==> src/rtl/ccd_phase_sequencer_if.sv <==
// rtl/ccd_phase_sequencer_if.sv - control levels in, CCD clock pads out
interface ccd_phase_sequencer_if #(
  parameter int PIX_W = 8
);
  logic             i_enable;
  logic [3:0]       i_f_select;
  logic             o_phi_p;
  logic             o_phi_l1;
  logic             o_phi_l2;
  logic             o_phi_r;
  logic             o_busy;
  logic             o_line_done;
  logic [PIX_W-1:0] o_pixel_idx;

  modport master (
    output i_enable, i_f_select,
    input  o_phi_p, o_phi_l1, o_phi_l2, o_phi_r, o_busy, o_line_done, o_pixel_idx
  );

  modport slave (
    input  i_enable, i_f_select,
    output o_phi_p, o_phi_l1, o_phi_l2, o_phi_r, o_busy, o_line_done, o_pixel_idx
  );
endinterface

==> src/rtl/ccd_phase_sequencer.sv <==
// rtl/ccd_phase_sequencer.sv - autonomous CCD photogate/shift/reset phase generator
module ccd_phase_sequencer #(
  parameter int N_PIXELS  = 64,
  parameter int PIX_W     = 8,
  parameter int INT_TICKS = 16
) (
  input  logic                 wb_clk_i,
  input  logic                 wb_rst_i,
  ccd_phase_sequencer_if.slave ccd
);
  localparam int CNT_W = $clog2(INT_TICKS + 1);

  typedef enum logic [1:0] {
    S_IDLE,
    S_INTEGRATE,
    S_TRANSFER,
    S_READOUT
  } state_t;

  state_t           state_q, state_d;
  logic [14:0]      div_q, div_d;
  logic [3:0]       fsel_q, fsel_d;
  logic [CNT_W-1:0] tcnt_q, tcnt_d;
  logic [1:0]       sub_q, sub_d;
  logic [PIX_W-1:0] pix_q, pix_d;
  logic             phi_p_q, phi_p_d;
  logic             phi_l1_q, phi_l1_d;
  logic             phi_l2_q, phi_l2_d;
  logic             phi_r_q, phi_r_d;
  logic             busy_q, busy_d;
  logic             done_q, done_d;
  logic [PIX_W-1:0] idx_q, idx_d;

  logic [15:0] period_oh;
  logic [14:0] tick_max;
  logic        tick;

  // fsel=15 gives period_oh[14:0]=0, so the subtraction wraps to 0x7FFF as intended
  assign period_oh = 16'd1 << fsel_q;
  assign tick_max  = period_oh[14:0] - 15'd1;
  assign tick      = (div_q == tick_max);

  always_comb begin
    state_d = state_q;
    div_d   = div_q;
    fsel_d  = fsel_q;
    tcnt_d  = tcnt_q;
    sub_d   = sub_q;
    pix_d   = pix_q;
    done_d  = 1'b0;

    if (state_q == S_IDLE) begin
      div_d = 15'd0;
    end else begin
      div_d = tick ? 15'd0 : div_q + 15'd1;
    end

    case (state_q)
      S_IDLE: begin
        if (ccd.i_enable) begin
          fsel_d  = ccd.i_f_select;
          tcnt_d  = '0;
          state_d = S_INTEGRATE;
        end
      end
      S_INTEGRATE: begin
        if (tick) begin
          if (tcnt_q == CNT_W'(INT_TICKS - 1)) begin
            tcnt_d  = '0;
            state_d = S_TRANSFER;
          end else begin
            tcnt_d = tcnt_q + 1'b1;
          end
        end
      end
      S_TRANSFER: begin
        if (tick) begin
          if (tcnt_q == CNT_W'(1)) begin
            tcnt_d  = '0;
            sub_d   = 2'd0;
            pix_d   = '0;
            state_d = S_READOUT;
          end else begin
            tcnt_d = tcnt_q + 1'b1;
          end
        end
      end
      S_READOUT: begin
        if (tick) begin
          sub_d = sub_q + 2'd1;
          if (sub_q == 2'd3) begin
            if (pix_q == PIX_W'(N_PIXELS - 1)) begin
              done_d = 1'b1;
              pix_d  = '0;
              tcnt_d = '0;
              if (ccd.i_enable) begin
                fsel_d  = ccd.i_f_select;
                state_d = S_INTEGRATE;
              end else begin
                state_d = S_IDLE;
              end
            end else begin
              pix_d = pix_q + 1'b1;
            end
          end
        end
      end
      default: state_d = S_IDLE;
    endcase

    // Outputs are decoded from the next state so they change on the same edge as the state
    phi_p_d  = (state_d == S_INTEGRATE) || (state_d == S_TRANSFER);
    phi_l1_d = (state_d == S_TRANSFER) || ((state_d == S_READOUT) && (sub_d == 2'd1));
    phi_l2_d = (state_d == S_READOUT) && (sub_d == 2'd3);
    phi_r_d  = (state_d == S_READOUT) && (sub_d == 2'd0);
    busy_d   = (state_d != S_IDLE);
    idx_d    = (state_d == S_READOUT) ? pix_d : '0;
  end

  always_ff @(posedge wb_clk_i) begin
    if (wb_rst_i) begin
      state_q  <= S_IDLE;
      div_q    <= '0;
      fsel_q   <= '0;
      tcnt_q   <= '0;
      sub_q    <= '0;
      pix_q    <= '0;
      phi_p_q  <= 1'b0;
      phi_l1_q <= 1'b0;
      phi_l2_q <= 1'b0;
      phi_r_q  <= 1'b0;
      busy_q   <= 1'b0;
      done_q   <= 1'b0;
      idx_q    <= '0;
    end else begin
      state_q  <= state_d;
      div_q    <= div_d;
      fsel_q   <= fsel_d;
      tcnt_q   <= tcnt_d;
      sub_q    <= sub_d;
      pix_q    <= pix_d;
      phi_p_q  <= phi_p_d;
      phi_l1_q <= phi_l1_d;
      phi_l2_q <= phi_l2_d;
      phi_r_q  <= phi_r_d;
      busy_q   <= busy_d;
      done_q   <= done_d;
      idx_q    <= idx_d;
    end
  end

  assign ccd.o_phi_p     = phi_p_q;
  assign ccd.o_phi_l1    = phi_l1_q;
  assign ccd.o_phi_l2    = phi_l2_q;
  assign ccd.o_phi_r     = phi_r_q;
  assign ccd.o_busy      = busy_q;
  assign ccd.o_line_done = done_q;
  assign ccd.o_pixel_idx = idx_q;
endmodule

==> src/flat_wrapper.sv <==
// flat-port wrapper written by rule: the top's interface ports become plain ports
module ccd_phase_sequencer_flat 
#(
  parameter int N_PIXELS  = 64,
  parameter int PIX_W     = 8,
  parameter int INT_TICKS = 16
)
  (wb_clk_i, wb_rst_i, ccd_i_enable, ccd_i_f_select, ccd_o_phi_p, ccd_o_phi_l1, ccd_o_phi_l2, ccd_o_phi_r, ccd_o_busy, ccd_o_line_done, ccd_o_pixel_idx);
  ccd_phase_sequencer_if #(.PIX_W(PIX_W)) ccd_i ();
  input  logic wb_clk_i;
  input  logic wb_rst_i;
  input wire logic [$bits(ccd_i.i_enable)-1:0] ccd_i_enable;
  input wire logic [$bits(ccd_i.i_f_select)-1:0] ccd_i_f_select;
  output wire logic [$bits(ccd_i.o_phi_p)-1:0] ccd_o_phi_p;
  output wire logic [$bits(ccd_i.o_phi_l1)-1:0] ccd_o_phi_l1;
  output wire logic [$bits(ccd_i.o_phi_l2)-1:0] ccd_o_phi_l2;
  output wire logic [$bits(ccd_i.o_phi_r)-1:0] ccd_o_phi_r;
  output wire logic [$bits(ccd_i.o_busy)-1:0] ccd_o_busy;
  output wire logic [$bits(ccd_i.o_line_done)-1:0] ccd_o_line_done;
  output wire logic [$bits(ccd_i.o_pixel_idx)-1:0] ccd_o_pixel_idx;
  assign ccd_i.i_enable = ccd_i_enable;
  assign ccd_i.i_f_select = ccd_i_f_select;
  assign ccd_o_phi_p = ccd_i.o_phi_p;
  assign ccd_o_phi_l1 = ccd_i.o_phi_l1;
  assign ccd_o_phi_l2 = ccd_i.o_phi_l2;
  assign ccd_o_phi_r = ccd_i.o_phi_r;
  assign ccd_o_busy = ccd_i.o_busy;
  assign ccd_o_line_done = ccd_i.o_line_done;
  assign ccd_o_pixel_idx = ccd_i.o_pixel_idx;
  ccd_phase_sequencer #(.N_PIXELS(N_PIXELS), .PIX_W(PIX_W), .INT_TICKS(INT_TICKS)) u_core (.wb_clk_i(wb_clk_i), .wb_rst_i(wb_rst_i), .ccd(ccd_i));
endmodule
==> config.mk <==
export PLATFORM = sky130hd
export DESIGN_NAME = ccd_phase_sequencer_flat
export DESIGN_NICKNAME = d
export VERILOG_FILES = /design/src/rtl/ccd_phase_sequencer_if.sv /design/src/rtl/ccd_phase_sequencer.sv /design/src/flat_wrapper.sv
export SDC_FILE = /design/constraint.sdc
export NUM_CORES = 1
export LEC_CHECK = 0
export ABC_AREA = 1
export CAP_MARGIN = 25
export CELL_PAD_IN_SITES_DETAIL_PLACEMENT = 1
export CELL_PAD_IN_SITES_GLOBAL_PLACEMENT = 1
export CORE_MARGIN = 4
export CORE_UTILIZATION = 42
export DETAILED_ROUTE_END_ITERATION = 16
export PLACE_DENSITY_LB_ADDON = 0.1
export REMOVE_ABC_BUFFERS = 1
export SLEW_MARGIN = 25
export SYNTH_ARGS = -nofsm -noshare
export SYNTH_HDL_FRONTEND = slang
export SYNTH_SLANG_ARGS = --single-unit
==> constraint.sdc <==
create_clock -name wb_clk_i -period 3.25 [get_ports wb_clk_i]
set_clock_uncertainty 0.05 [all_clocks]
set_input_delay 0.4875 -clock wb_clk_i [delete_from_list [all_inputs] [get_ports wb_clk_i]]
set_output_delay 0.4875 -clock wb_clk_i [all_outputs]
set_load 0.05 [all_outputs]
Yosys cells after proc, flatten, opt, wreduce, memory -nomap -nowiden:

Cells that the tools add are included.

* bits of input ports: 7
* logic and storage cells: 91
* register bits: 50
* output and inout bits: 14

* shift-type cells: 1
* add/subtract/negate cells: 5
* multiplexer cells: 35
* reduce and logical (&&, ||, !) cells: 14
* equality and inequality tests: 19
* bitwise operators: 4

Operator list (count)
* $mux W5: 8
* $mux W8: 5
* $mux W2: 11
* $pmux W5 S4: 1
* $mux W4: 4
* $pmux W8 S2: 1
* $add A15 B1 Y15 const B: 1
* $eq A15 B15 Y1: 1
* $shl A1 B4 Y15 const A: 1
* $sub A15 B1 Y15 const B: 1
* $eq A2 B2 Y1 const B: 6
* $ne A2 B1 Y1 const B: 5
* $add A8 B1 Y8 const B: 1
* $eq A8 B6 Y1 const B: 1
* $pmux W2 S4: 1
* $pmux W4 S2: 1
* $eq A2 B1 Y1 const B: 3
* $reduce_and A6 Y1: 1
* $add A5 B1 Y5 const B: 1
* $eq A5 B1 Y1 const B: 1
* $eq A5 B4 Y1 const B: 1
* $logic_not A2 Y1: 2
* $not A1 Y1: 4
* $pmux W2 S2: 1
* 10 further kinds: 15

Depth between registers and ports, before layout:

* word-level depth: 8
* gate-level depth with buffers: 22
* depth with buffers taken out: 21

Worst setup path before layout:

OpenSTA, ideal clock, no wires.

* path type: flip-flop to flip-flop
* from: register u_core.fsel_q[3]
* to: register u_core.phi_p_q (netlist: u_core.ccd.o_phi_p)
* clock period less this slack: 2.520 ns
* data arrival time: 2.343 ns
* data required time: 3.074 ns
* path buffers: 1
* cell stages (with the launch flop): 22
* slack: 0.730 ns
* setup time: 0.126 ns
* path through: dfxtp_1 -> buf_6 -> nor2_4 -> nand2_1 -> ha_1 -> inv_1 -> nand2_1 -> nand2_1 -> nor2_1 -> nand3_1 -> nor2_1 -> nand2_1 -> nor2_4 -> nand3_2 -> nand2_1 -> inv_1 -> nor2_1 -> nor2_1 -> nor2_2 -> inv_1 -> ha_1 -> nor2_1

* word-level cells in the longest chain between the ends: 7
* elaborated cells on any way between the ends: 10
* those cells by class: 1 x add/sub; 3 x eq/ne; 1 x shift; 4 x mux; 1 x reduce/logical

Ends and longest elaborated chain
* start: declaration: line ccd_phase_sequencer.sv:22 `logic [3:0] fsel_q, fsel_d;`
* start signal: assignment: line ccd_phase_sequencer.sv:138 `fsel_q <= fsel_d;`
* $shl A1 B4 Y15 (*): line ccd_phase_sequencer.sv:39 `assign period_oh = 16'd1 << fsel_q;`
* $sub A15 B1 Y15 (*): line ccd_phase_sequencer.sv:40 `assign tick_max = period_oh[14:0] - 15'd1;`
* $eq A15 B15 Y1 (*): line ccd_phase_sequencer.sv:41 `assign tick = (div_q == tick_max);`
* $mux W2 (on tied branches): line ccd_phase_sequencer.sv:89, ccd_phase_sequencer.sv:77, ccd_phase_sequencer.sv:67
* $pmux W2 S4 (*): line ccd_phase_sequencer.sv:58 `case (state_q)`
* $eq A2 B1 Y1 / $eq A2 B2 Y1 (equally long branches): line ccd_phase_sequencer.sv:112 `phi_p_d = (state_d == S_INTEGRATE) || (state_d == S_TRANSFER);`
* $logic_or A1 B1 Y1 (*): line ccd_phase_sequencer.sv:112
* end signal: assignment: line ccd_phase_sequencer.sv:142 `phi_p_q <= phi_p_d;`
* end: declaration: line ccd_phase_sequencer.sv:26 `logic phi_p_q, phi_p_d;`

Mark *: on every way between the ends. The rest lies on a longest branch, timed or not.
A chain may end at the register's enable or synchronous reset.

Final worst setup path:

* from: register u_core.fsel_q[1]
* to: register u_core.phi_p_q (netlist: u_core.ccd.o_phi_p)

The elaborated chain is that of the path after synthesis.

==> summary.txt <==
Worst setup path
  – CP Launch Type: register
  – Max stage delay cell, worst path: dfxtp_1
  – Worst setup path endpoint: u_core.ccd.o_phi_p
  – R2r startpoint: u_core.fsel_q[1]
  – Buf+Inv Stages, Crit Path: 3
  – RR Endpoint: u_core.ccd.o_phi_p
  – CP top delay family: simple AND/OR/NAND/NOR gates
  – Maximum fanout along the worst path: 6
  – Flop2flop setup slack: approximately 0.43 ns
  – CP Cell Sequence: nor2_1 > nand2_1 > ha_1 > inv_1 > nand2_1 > nand2_1 > nand2_1 > nand3_1 > nor2_1 > nand2_1 > nor2_4 > nand3_2 > nand2_1 > inv_1 > nor2_1 > nor2_1 > nor2_2 > inv_1 > ha_1 > nor2_1
  – Worst setup path startpoint: u_core.fsel_q[1]
  – R2R cell count: 20
  – Slowest Stage Delay on Critical Path: 0.46 ns
  – CP required: around 3.5 ns
  – Crit. End Element: register
  – Most frequent CP cell: nand2_1
  – Crit path kind: register to register
  – WP depth: 20
  – WP data arrival: slightly above 3 ns

Synthesis
  – YS warnings: 0
  – Register area share after synthesis: 33.91%
  – Gate Count Post-Synth: between 400 and 500
  – Syn_area_per_cell: around 6.7 sq um
  – Synthesized area: slightly below 0.003 sq mm
  – Library cells used by synthesis: 35
  – Seq cells post-synth: 50

Floorplan
  – Core area: around 0.0068 sq mm
  – Site row count: 30
  – Die Y: just over 90 um
  – Die W: ~92 um
  – IO Count: 21
  – Initial Utilization: a little over two fifths
  – Die area: 0.008433 sq mm

Placement
  – GPL Wtd Cong: 0.8776
  – Post-place setup slack: 0.3020 ns
  – Detailed Place HPWL: 6.379 mm
  – Port bufs: 20

Clock tree
  – Later-pin clock latency in the skew report: ~0.3 ns
  – Clk sinks: 50
  – Setup repair bufs after CTS: 0
  – Root Driver: clkbuf_8
  – Post-CTS Resized: 0
  – Longest Clk Path Bufs: 2
  – H-tree levels: 2
  – CTS tree: done
  – Clk pin slew, worst setup/hold paths: 0.10 ns
  – CTS buffer count: 5
  – Hold_buf cts: 0

Timing
  – Setup_tns: 0 ns
  – Crit share post-route: between 80 and 90%
  – Final min period: 2.822 ns
  – RSZ-0062 raised after global routing: false
  – Fin. Hold Viols: 0
  – Fmax: roughly 350 MHz
  – Slew HR: ~63%
  – Setup violators final: 0
  – Max Transition Viols Final: 0
  – Worst Tran Pin Value: 0.5518 ns
  – Setup slack after layout: between 0.4 and 0.5 ns

Global routing
  – First-pass GRT wire length: 13.70 mm
  – Initial antenna violation count: 0
  – Largest net degree at the start of global routing: 21
  – Grt total ovfl: 0
  – Tot GR Track Use: around a fifth
  – Vias in the first global route: about 2,900

Finish
  – N_diodes: 0
  – Utilization after layout: 49.59%
  – Fillers: ~910
  – Fraction of layout cells with a size suffix above 1: under 10%
  – Final net count: between 400 and 500
  – P&R area growth vs syn: 14.16%

Flow run
  – Max-cap check violation count: 0

Drt
  – Drt pass-1 iters: 4
  – Vias per Instance: 5.002
  – First DRT Iteration DRCs: 84
  – Post-route ant nets: 0
  – DRC Markers: 0
  – Average wire per standard cell: between 10 and 15 um
  – DRT Wirelength: 7.926 mm
  – Via count: 2,811

Pwr
  – Worst VDD drop: about 270 uV
  – Pwr Density: between 400 and 500 mW/mm^2
  – Leak pwr: ~1.5 nW
  – Pwr Total: ~0.0014 W

Min path
  – Hold path start: u_core.div_q[0]
  – Worst Hold Class: register to register

Run status
  – Run status: finished clean
==> worst min-delay path by stage <==
| stage | to | slack, ns | cells past startpoint |
|---|---|---|---|
| after floorplan | u_core.div_q[0] | 0.38 | 1 |
| after global placement | u_core.div_q[0] | 0.41 | 1 |
| after detailed placement | u_core.div_q[4] | 0.44 | 2 |
| after CTS | u_core.div_q[4] | 0.46 | 2 |
| after global routing | u_core.div_q[0] | 0.48 | 1 |
| final | u_core.div_q[0] | 0.45 | 1 |
==> flip-flops by register name, summed over array words and instances (netlist names) <==
name / flops
u_core.ccd.o_phi_l2: 1
u_core.fsel_q: 4
u_core.ccd.o_line_done: 1
u_core.ccd.o_pixel_idx: 8
u_core.ccd.o_phi_l1: 1
u_core.sub_q: 2
u_core.pix_q: 8
u_core.tcnt_q: 5
u_core.state_q: 2
u_core.ccd.o_busy: 1
u_core.div_q: 15
u_core.ccd.o_phi_p: 1
u_core.ccd.o_phi_r: 1
==> routing by layer <==
| metal | GRT usage (%) | wire (um) | vias to the layer above |
|---|---|---|---|
| met1 | 23.24 | 3449 | 1334 |
| met2 | 37.01 | 4184 | 28 |
| met4 | 7.302 | 125 | 0 |
| met5 | 0 | 0 | - |
| met3 | 3.035 | 166 | 10 |
| li1 | - | - | 1439 |
==> area by class of cell <==
| class | instances | area (sq um) | share of cell area, % |
|---|---|---|---|
| sequential | 50 | 1002 | 29.74 |
| multi-input combinational | 304 | 1605 | 47.64 |
| timing repair buffer | 23 | 222.7 | 6.610 |
| tap | 96 | 120.1 | 3.565 |
| inverter | 81 | 306.5 | 9.098 |
| clock inverter | 3 | 43.79 | 1.300 |
| clock buffer | 5 | 68.82 | 2.042 |
==> Yosys cell counts <==
cell type	instances	area [sq um]
nor4_1	2	12.51
a32oi_1	3	26.28
o21a_1	1	7.510
inv_4	1	6.260
xor2_1	3	26.28
buf_4	1	7.510
ha_1	14	175.2
nor3_2	5	50.05
inv_2	5	18.77
inv_1	75	281.5
dfxtp_1	50	1001
nor3b_1	6	45.04
clkbuf_1	4	15.01
o21ai_0	21	105.1
o21bai_1	1	7.510
nor2_2	2	12.51
and3_1	2	12.51
nand3_1	35	175.2
nand3_2	2	20.02
o21ai_1	2	10.01
nand2_4	1	11.26
a21oi_1	20	100.1
buf_2	1	5.000
nor2_1	48	180.2
nand4_1	3	18.77
nand3b_1	3	22.52
nor3_1	13	65.06
nand2_2	3	18.77
o211a_1	1	10.01
buf_6	1	11.26
xnor2_1	2	17.52
o211ai_1	1	7.510
nor2_4	5	56.30
nor4_4	1	21.27
nand2_1	104	390.4
==> cell families (layout without fill, tap and decap cells) <==
| logic type | Yosys count | in the layout | synth area share, % |
|---|---|---|---|
| XOR/XNOR | 5 | 5 | 1.484 |
| buffers and inverters | 88 | 112 | 11.70 |
| adder cells (fa/ha/maj) | 14 | 14 | 5.935 |
| AO/OA/AOI/OAI | 50 | 50 | 9.284 |
| flip-flops | 50 | 50 | 33.91 |
| AND/OR/NAND/NOR | 235 | 235 | 37.68 |
==> cell usage in the layout (no fill, tap or decap) <==
master           count
nor2_1              48
nor4_1               2
nor2_4               5
inv_2                5
clkbuf_8             5
nor2_2               2
o211a_1              1
o21ai_1              2
nor3_1              13
dfxtp_1             49
nand3b_1             3
inv_4                1
buf_4                3
ha_1                14
nand2_4              1
nor3b_1              6
inv_6                1
nand3_1             35
inv_1               75
clkinv_2             1
xor2_1               3
o21a_1               1
and3_1               2
nor3_2               5
xnor2_1              2
nor4_4               1
nand2_2              3
o21bai_1             1
bufinv_16            1
nand4_1              3
nand3_2              2
nand2_1            104
clkdlybuf4s50_1     20
dfxtp_2              1
a21oi_1             20
o211ai_1             1
o21ai_0             21
a32oi_1              3
==> power by group <==
group	internal (W)	total [W]	switching [W]
logic	0.0000836	0.000257	0.000174
clock network	0.000231	0.000452	0.000221
registers	0.000628	0.000648	0.0000196
==> per-stage QoR <==
stage | hold WS [ns] | instances | area [sq um]
after floorplan | 0.3797 | 435 | 2913
after global placement | 0.4144 | 554 | 3256
after detailed placement | 0.4360 | 554 | 3256
after CTS | 0.4580 | 562 | 3368
after global routing | 0.4779 | 562 | 3369
final | 0.4532 | 562 | 3369
(Power assumes the default switching activity.)
